File: src/rtl/demux_sched_1_8.sv
// Round-robin burst scheduler steering a valid/ready stream to one of 8 channels.
// Define DEMUX_SCHED_PRIO_EN for fixed-priority grant (channel 0 highest).
module demux_sched_1_8 #(
  parameter int unsigned DATA_W    = 8,
  parameter int unsigned BURST_LEN = 4
) (
  input  logic              clk,
  input  logic              rst,
  input  logic              in_valid,
  input  logic [DATA_W-1:0] in_data,
  output logic              in_ready,
  input  logic [7:0]        chan_en,
  input  logic [7:0]        out_ready,
  output logic [7:0]        out_valid,
  output logic [DATA_W-1:0] out_data,
  output logic [2:0]        sel,
  output logic              busy
);

  localparam int unsigned CNT_W = $clog2(BURST_LEN + 1);
  localparam logic [CNT_W-1:0] BURST_MAX = CNT_W'(BURST_LEN);

  typedef enum logic [1:0] {IDLE, ARB, SEND} state_t;

  state_t           state;
  logic [CNT_W-1:0] beat_cnt;
  logic             held;
  logic             drain;
  logic             accept;
  logic             burst_end;
  logic [2:0]       grant;

  assign held      = |out_valid;
  assign drain     = out_valid[sel] && out_ready[sel];
  assign burst_end = (beat_cnt == BURST_MAX) || !chan_en[sel];
  assign in_ready  = (state == SEND) && chan_en[sel] && (beat_cnt < BURST_MAX)
                     && (!held || out_ready[sel]);
  assign accept    = in_valid && in_ready;

  // Grant search; iterating from the far end lets the nearest match win.
  always_comb begin
    grant = sel;
`ifdef DEMUX_SCHED_PRIO_EN
    for (int i = 7; i >= 0; i--) begin
      if (chan_en[3'(i)]) grant = 3'(i);
    end
`else
    for (int i = 8; i >= 1; i--) begin
      if (chan_en[3'(sel + 3'(i))]) grant = 3'(sel + 3'(i));
    end
`endif
  end

  always_ff @(posedge clk) begin
    if (rst) begin
      state     <= IDLE;
      sel       <= 3'd7;
      beat_cnt  <= '0;
      out_valid <= 8'd0;
      out_data  <= '0;
      busy      <= 1'b0;
    end else begin
      // Datapath: load on accept, otherwise clear once the held beat drains.
      if (accept) begin
        out_data  <= in_data;
        out_valid <= 8'b1 << sel;
        beat_cnt  <= beat_cnt + CNT_W'(1);
      end else if (drain) begin
        out_valid <= 8'd0;
      end

      case (state)
        IDLE: begin
          if (in_valid && |chan_en) begin
            state <= ARB;
            busy  <= 1'b1;
          end
        end
        ARB: begin
          if (|chan_en) begin
            sel      <= grant;
            beat_cnt <= '0;
            state    <= SEND;
          end else begin
            state <= IDLE;
            busy  <= 1'b0;
          end
        end
        SEND: begin
          if (burst_end && !held) begin
            if (in_valid) begin
              state <= ARB;
            end else begin
              state <= IDLE;
              busy  <= 1'b0;
            end
          end
        end
        default: begin
          state <= IDLE;
          busy  <= 1'b0;
        end
      endcase
    end
  end

endmodule

File: config.mk
export PLATFORM = sky130hd
export DESIGN_NAME = demux_sched_1_8
export DESIGN_NICKNAME = d
export VERILOG_FILES = /design/src/rtl/demux_sched_1_8.sv
export SDC_FILE = /design/constraint.sdc
export NUM_CORES = 1
export LEC_CHECK = 0
export CAP_MARGIN = 20
export CORE_ASPECT_RATIO = 1.25
export CORE_MARGIN = 3
export CORE_UTILIZATION = 57
export DETAILED_ROUTE_END_ITERATION = 16
export DONT_BUFFER_PORTS = 1
export PLACE_DENSITY_LB_ADDON = 0.25
export SETUP_SLACK_MARGIN = 0.2
export SLEW_MARGIN = 20
export SYNTH_ARGS = -nofsm -noshare
export SYNTH_HDL_FRONTEND = slang
export SYNTH_SLANG_ARGS = --single-unit
File: constraint.sdc
create_clock -name clk -period 3.05 [get_ports clk]
set_input_delay 0.1525 -clock clk [delete_from_list [all_inputs] [get_ports clk]]
set_output_delay 0.1525 -clock clk [all_outputs]
set_load 0.01 [all_outputs]
Yosys cells after proc, flatten, opt, wreduce, memory -nomap -nowiden
Index checks and enable logic that the tools add are counted.
W data, S select, Z words.

cells by class
  mux-type cells = 42
  add/sub/neg operators = 8
  reduce and logical (&&, ||, !) cells = 19
  shift-type cells = 1
  magnitude comparators = 9
  equality and inequality tests = 7

operators by type and width
  operator               number
  $lt A3 B4 Y1 const B   8
  $bmux W1 S3            10
  $mux W3                10
  $mux W8                2
  $reduce_or A8 Y1       2
  $mux W1                15
  $add A3 B3 Y3 const B  4
  $shl A1 B3 Y8 const A  1
  $logic_and A1 B1 Y1    7
  $reduce_bool A7 Y1     1
  $add A3 B1 Y3 const B  2
  $add A3 B2 Y3 const B  2
  $mux W2                3
  $ne A2 B2 Y1 const B   3
  $pmux W2 S3            1
  $reduce_and A4 Y1      1
  $eq A3 B3 Y1 const B   1
  $lt A3 B3 Y1 const B   1
  $pmux W1 S3            1
  $reduce_and A3 Y1      1
  $eq A2 B1 Y1 const B   1
  $eq A2 B2 Y1 const B   1
  $logic_not A1 Y1       2
  $logic_not A2 Y1       1
  4 further kinds        5

word-level totals
  word-level logic and storage cells = 92
  output and inout port bits = 21
  input bits = 27
  register bits after elaboration = 25

Logic depth before layout (Yosys ltp)
Gate-level depths: netlist of run 1.

  depth after elaboration = 10
  gate-level depth with buffers = 11
  depth with buffers taken out = 8

Worst setup path before layout of run 1
No wires, ideal clock.

  path kind = reg-to-reg
  start point = reg sel[0]
  end point = reg sel[2]
  setup time = 0.122 ns
  buffers on the path = 3
  path slack = 0.094 ns
  data arrival time = 2.834 ns
  required time = 2.928 ns
  stages on the path, launching flop included = 12
  clock period less this slack = 2.956 ns
  cell sequence = dfxtp_1 > buf_6 > buf_12 > inv_1 > ha_1 > buf_6 > mux4_4 > mux2i_2 > nand3_2 > o31ai_4 > a21oi_1 > a221o_1

between the ends
  word-level cells in the longest chain between the ends = 9
  elaborated cells on any way between the ends = 30
  classes of those cells = 7 x add/sub; 21 x mux; 2 x reduce/logical

RTL lines
  item                           RTL line  source
  from (decl)                    16        output logic [2:0] sel,
  from (signal assigned)         81        sel <= grant;
  $add A3 B3 Y3                  49        if (chan_en[3'(sel + 3'(i))]) grant = 3'(sel + 3'(i));
  $bmux W1 S3                    49
  $mux W1 (implied by the code)  49
  $mux W3 (6 in series)          49

Several ways; a longest one is shown, not always the timed one. The select of a mux whose other input is x is not followed.
A chain may end at the register's enable or synchronous reset.

Worst setup path in the final report of run 1
  start point = reg sel[1]
  end point = reg sel[2]

The elaborated chain is that of the path after synthesis.

==> results.json, run 1 <==
{
  "worst_r2r_path_depth": 9,
  "cp.required_ns": 3.26,
  "p_int_uw": 656,
  "grt_overflow_total": 0,
  "swShare_pct": 37.9,
  "hpwl_um": 3550,
  "layout-drive-gt1-share_pct": 16.7,
  "cp.arrival_ns": 2.96,
  "finalCritPeriodShare_pct": 90.1,
  "yosys-top-cells-area": "dfxtp_1, mux4_1, a21oi_1",
  "drt_wl_total_um": 4750,
  "dieArea_um2": 4040,
  "cellLeakagePower_uw": 0.000808,
  "cp_cell_sequence": "buf_4 > ha_1 > ha_4 > mux4_4 > mux2i_4 > nand3_2 > o31ai_4 > a21oi_1 > a221o_1",
  "cts_buffer_depth": 2,
  "synth_top_family_by_area": "multiplexers",
  "ant_nets": 0,
  "finalHoldViolCount": 0,
  "hp-class": "input port to flop",
  "vias": 1609,
  "muxShareOfSynthArea_pct": 25.6,
  "route.met3.wl_um": 319,
  "fp-row-count": 22,
  "areaGrowthSynthToFinish_pct": 10.0,
  "critPathCapture": "sel[2]$_SDFFE_PP1P_",
  "setup_viol": 0,
  "cp_max_fo": 13,
  "grt_max_degree": 21,
  "max_stage_delay_ns": 0.45,
  "yosys.area.top_type_share_pct": 26.6,
  "p_comb_share_pct": 53.0,
  "grt_usage_pct": 24.0,
  "port_buffers": 0,
  "grt_pass1_vias": 1668,
  "dieHeight_um": 70.3,
  "status": "completed",
  "synth_top_cell_by_area": "dfxtp_1",
  "antenna_cells": 0,
  "floorplan.initialDensity_pct": 61.7,
  "critPathKind": "flop to flop",
  "power_density_nw_per_um2": 510,
  "cp-startpoint": "sel[1]$_SDFFE_PP1P_",
  "ys_seq_elements": 25,
  "ys_async_sr_fraction_pct": 0,
  "synth_edf_count": 0,
  "rsz0062_at_grt": "false",
  "power_frac_seq_pct": 33.5,
  "drt-initial-drc-count": 62,
  "cts_tree": "built",
  "yosysMostFrequentCell": "nand2_1",
  "whs_ns": 0.00607,
  "first_pass_iters": 4,
  "cpMaxStageDelayCell": "mux4_4",
  "die_w_um": 57.4,
  "grt_pass1_wl_um": 7800,
  "routedWlPerCell_um": 19.4,
  "synth_area_per_cell_um2": 9.61,
  "synth_cell_types": 45,
  "r2r_end": "sel[2]$_SDFFE_PP1P_",
  "slew_headroom_pct": 52.7,
  "finalNonFillerCells": 245,
  "htreeDepth": 1,
  "placedCellCount": 230,
  "syn_nets": 232,
  "synth_compound_area_share_pct": 17.6,
  "tns_ns": 0,
  "wl_met2_um": 2480,
  "max_freq_mhz": 364,
  "clock_latency_ns": 0.31,
  "synthSimpleGateAreaFrac_pct": 15.5,
  "finalNetCount": 246,
  "ios": 48,
  "synth_area_um2": 1880,
  "clkPwrFrac_pct": 13.6,
  "cts.sinks": 25,
  "finalMaxSlewViolations": 0,
  "cts.reportedPaths.clkPinSlew_ns": 0.13,
  "maxCapViolations": 0,
  "avgViaCountPerCell": 6.57,
  "synth-xor-area-share_pct": 1.86,
  "syn_inst": 196,
  "r2r_slack_ns": 0.30,
  "cts_root_buf": "clkbuf_4",
  "vdd_drop_max_mv": 0.339,
  "synthAdderAreaFrac_pct": 5.98,
  "antenna_found_initial": 0,
  "critPathCaptureType": "flop",
  "switchingPower_uw": 400,
  "place.gp.congestion": 0.945,
  "wl_met1_um": 1840,
  "reg2reg_from": "sel[1]$_SDFFE_PP1P_",
  "synth_warnings": 0,
  "seq_area_frac_synth_pct": 26.6,
  "skew_ns": 0.00315,
  "synth_flop_cell": "dfxtp_1",
  "core_um2": 3060,
  "drc_errors": 0,
  "worst_slew_pin_slew_ns": 0.708,
  "cp-start-kind": "flop",
  "synth_common_cells": "nand2_1, dfxtp_1, a21oi_1, nor2_1, mux4_1",
  "period_minus_slack_ns": 2.75,
  "cts_buffers": 3,
  "highest_layer": "met4"
}
sequential cells by signal, summed over array words and instances, names as in the netlist:
name,count
out_valid,8
sel,3
state,2
beat_cnt,3
out_data,8
busy,1
per-stage QoR:
step                      util, %  total power (uW)  instance area [um2]  setup slack (ns)
after detailed placement     62.4               850                 1910             0.195
after global placement       62.4               837                 1910             0.286
after floorplan                 -               773                 1900             0.204
final                        67.9              1060                 2070             0.302
after CTS                    66.4              1010                 2030             0.240
after global routing         67.9              1120                 2070             0.215
power groups by stage:
| stage | registers, uW | logic (uW) | clock network [uW] |
|---|---|---|---|
| floorplan | 362 | 411 | 0 |
| global placement | 361 | 476 | 0 |
| detailed placement | 361 | 489 | 0 |
| CTS | 354 | 509 | 145 |
| global route | 356 | 607 | 160 |
| finish | 354 | 559 | 143 |
per-layer routing:
metal	vias up	global-route usage [%]
met2	60	43.0
met5	-	0
li1	753	-
met1	786	27.4
met3	10	4.62
met4	0	8.76
worst min path at each step:
stage | slack, ns | endpoint | depth (start not counted) | start
2_1_floorplan | 0.29 | out_data[0]$_SDFFE_PP0P_ | 2 | in_data[0]
3_3_place_gp | 0.23 | out_data[7]$_SDFFE_PP0P_ | 1 | rst
3_5_place_dp | 0.23 | out_data[4]$_SDFFE_PP0P_ | 1 | rst
4_1_cts | 0.01 | sel[0]$_SDFFE_PP1P_ | 2 | rst
5_1_grt | 0.01 | beat_cnt[1]$_SDFF_PP0_ | 2 | rst
6_report | 0.006 | sel[0]$_SDFFE_PP1P_ | 2 | rst
critical path: cells and delay by family, from the launching register on:
| family | cells | cell delay, ns |
|---|---|---|
| AO/OA/AOI/OAI | 3 | 0.63 |
| adder cells (fa/ha/maj) | 2 | 0.58 |
| buffers and inverters | 1 | 0.21 |
| flip-flops | 1 | 0.37 |
| multiplexers | 2 | 0.72 |
| AND/OR/NAND/NOR | 1 | 0.14 |
what timing repair did:
| item | 4_1_cts | 5_1_grt |
|---|---|---|
| hold endpoints to repair | 20 | 0 |
| endpoints found under the setup margin | 1 | 4 |
| hold buffers | 9 | 0 |
| setup buffers | 0 | 2 |
| gates resized for setup | 2 | 4 |
placed cells by master (no fill, tap or decap), drive strengths merged:
cell / Yosys / final
nand2: 28 / 28
dfxtp: 25 / 25
a21oi: 24 / 24
nor2: 19 / 19
mux4: 14 / 14
buf: 4 / 10
mux2i: 10 / 10
a22oi: 9 / 9
dlygate4sd3: 0 / 9
ha: 9 / 9
inv: 8 / 8
nor4: 5 / 5
o21ai: 5 / 5
clkbuf: 5 / 4
nand3: 3 / 3
and2: 3 / 3
a211oi: 2 / 2
xor2: 2 / 2
xnor2: 2 / 2
nor3b: 2 / 2
a31oi: 2 / 2
clkinv: 1 / 1
nor3: 1 / 1
a2111o: 1 / 1
mux2: 1 / 1
o31ai: 1 / 1
a221o: 1 / 1
nor2b: 1 / 1
a311oi: 1 / 1
o211a: 1 / 1
o21a: 1 / 1
o21ba: 1 / 1
a211o: 1 / 1
or2: 1 / 1
nand3b: 1 / 1
kinds of logic (layout without fill, tap and decap cells):
logic type / Yosys count / after routing
AND/OR/NAND/NOR: 64 / 64
adder cells (fa/ha/maj): 9 / 9
XOR/XNOR: 4 / 4
multiplexers: 25 / 25
flip-flops: 25 / 25
buffers and inverters: 19 / 32
AO/OA/AOI/OAI: 50 / 50
layout make-up:
class | instances | area [um2]
Fill cell | 224 | 982
Multi-Input combinational cell | 152 | 1300
Sequential cell | 25 | 502
Inverter | 9 | 33.8
Tap cell | 36 | 45.0
Clock buffer | 4 | 26.3
Timing Repair Buffer | 19 | 165
(Power assumes the default switching activity.)
==> run 2, diff against run 1 <==
--- a/config.mk
+++ b/config.mk
@@ -13,6 +13,7 @@
 export DONT_BUFFER_PORTS = 1
 export PLACE_DENSITY_LB_ADDON = 0.25
 export SETUP_SLACK_MARGIN = 0.2
+export SKIP_LAST_GASP = 1
 export SLEW_MARGIN = 20
 export SYNTH_ARGS = -nofsm -noshare
 export SYNTH_HDL_FRONTEND = slang
==> constraint.sdc (replaced) <==
create_clock -name clk -period 2.3 [get_ports clk]
set_input_delay 0.23 -clock clk [delete_from_list [all_inputs] [get_ports clk]]
set_output_delay 0.23 -clock clk [all_outputs]
set_load 0.01 [all_outputs]
==> results.json, run 2 (synthesis results as in run 1) <==
{
  "status": "complete, but fails checks",
  "violations": "setup timing",
  "tns_ns": -0.573,
  "slew_headroom_pct": 54.6,
  "top_regs": "out_data x8, out_valid x8",
  "cp.required_ns": 2.53,
  "critPathCaptureType": "flop",
  "cellLeakagePower_uw": 0.000865,
  "clock_latency_ns": 0.33,
  "fp-row-count": 22,
  "layout-drive-gt1-share_pct": 33.8,
  "grt_overflow_total": 0,
  "finalNonFillerCells": 261,
  "dieArea_um2": 4040,
  "hp-class": "input port to flop",
  "fill_cells": 218,
  "finalHoldViolCount": 0,
  "cts.sinks": 25,
  "final_common_cell": "buf_4",
  "finalCritPeriodShare_pct": 109,
  "cp_max_fo": 5,
  "avgViaCountPerCell": 6.49,
  "drt_wl_total_um": 5170,
  "first_pass_iters": 4,
  "cts_buffers": 3,
  "critPathKind": "flop to flop",
  "place.gp.congestion": 0.875,
  "total_power_uw": 1620,
  "max_stage_delay_ns": 0.65,
  "htreeDepth": 1,
  "highest_layer": "met4",
  "vias": 1693,
  "route.met3.wl_um": 389,
  "power_density_nw_per_um2": 724,
  "wl_met2_um": 2820,
  "floorplan.initialDensity_pct": 61.7,
  "ios": 48,
  "skew_ns": 0.00518,
  "areaGrowthSynthToFinish_pct": 18.5,
  "setup_ws_ns": -0.212,
  "ant_nets": 0,
  "routedWlPerCell_um": 19.8,
  "drc_errors": 0,
  "cts_tree": "built",
  "final_cell_mix": "buf_4, nand2_1, dfxtp_1, a21oi_1, nor2_1",
  "cp.arrival_ns": 2.74,
  "crit_family": "multiplexers",
  "antenna_found_initial": 0,
  "dp_slack_ns": -0.265,
  "drt-initial-drc-count": 168,
  "worst_slew_pin_slew_ns": 0.679,
  "setup_viol": 3,
  "critPathBufInv": 1,
  "cp_cell_sequence": "clkinvlp_4 > ha_4 > mux4_4 > mux2i_4 > nand3_2 > o31ai_4 > a21oi_2 > a221o_1",
  "placedCellCount": 251,
  "cts_root_buf": "clkbuf_4",
  "rsz0062_at_grt": "true",
  "cp-start-kind": "flop",
  "vdd_drop_max_mv": 0.591,
  "cts_buffer_depth": 2,
  "period_minus_slack_ns": 2.51,
  "wl_met1_um": 1860,
  "cts.reportedPaths.clkPinSlew_ns": 0.14,
  "finalMaxSlewViolations": 0,
  "grt_usage_pct": 25.2,
  "cpMaxStageDelayCell": "mux4_4",
  "antenna_cells": 0,
  "dieHeight_um": 70.3,
  "grt_pass1_wl_um": 8170,
  "hpwl_um": 3700,
  "port_buffers": 0,
  "max_freq_mhz": 398,
  "maxCapViolations": 0,
  "grt_max_degree": 19,
  "grt_pass1_vias": 1745,
  "die_w_um": 57.4,
  "core_um2": 3060,
  "finalNetCount": 262
}
==> run 2: cell count changes in the layout (fill, tap and decap cells not counted), sizes merged <==
cell / delta
buf: +24
clkinv: +1
inv: -1
clkbuf: -1
clkinvlp: +1
dlygate4sd3: -8
==> run 2: repair_timing <==
item                       4_1_cts  5_1_grt
hold endpoints to repair        18        0
hold buffers                     1        0
resized for setup               13       10
pin swaps                        3        4
gates cloned                     0        0
setup endpoints to repair       26       25
buffers inserted                 4        1
==> run 2: layer usage <==
| metal | global-route usage [%] | vias up |
|---|---|---|
| li1 | - | 782 |
| met1 | 28.7 | 830 |
| met2 | 45.2 | 66 |
| met3 | 5.18 | 15 |
| met4 | 8.76 | 0 |
| met5 | 0 | - |
==> run 2: cell type report <==
class                   instances  area, um2  area share (%)
well taps                      36       45.0            2.02
repair buffers                 35        280            12.5
flip-flops and latches         25        505            22.6
clock buffers                   3       22.5            1.01
inverters                       9       40.0            1.79
multi-input cells             152       1340            59.8
clock inverters                 1       5.00           0.224
==> run 2: per-stage QoR <==
step | instance area [um2] | hold WS (ns) | utilization [%]
floorplan | 1930 | 0.366 | -
global route | 2230 | 0.00904 | 73.1
detailed placement | 2090 | 0.305 | 68.3
global placement | 2090 | 0.304 | 68.3
finish | 2230 | 0.0153 | 73.1
CTS | 2180 | 0.0153 | 71.4
==> run 2: final timing paths <==
path                                            endpoint  slack [ns]                   start  cells after the start
worst min-delay path            out_data[0]$_SDFFE_PP0P_        0.02              in_data[0]                      2
worst max register to register       sel[2]$_SDFFE_PP1P_       -0.21     sel[0]$_SDFFE_PP1P_                      8
worst min register to register    beat_cnt[1]$_SDFF_PP0_        0.50  beat_cnt[1]$_SDFF_PP0_                      2
worst max-delay path                 sel[2]$_SDFFE_PP1P_       -0.21     sel[0]$_SDFFE_PP1P_                      8
==> run 2: worst reg2reg max path, cell delays in order, from the launching register on <==
cell and delay (ns):
dfxtp_4 0.42, clkinvlp_4 0.11, ha_4 0.31, mux4_4 0.65, mux2i_4 0.20, nand3_2 0.11
o31ai_4 0.27, a21oi_2 0.05, a221o_1 0.30
==> run 2: report_power, final <==
group | internal [uW] | switching, uW
clock | 65.3 | 138
combinational | 477 | 462
sequential | 451 | 24.1
total | 993 | 624
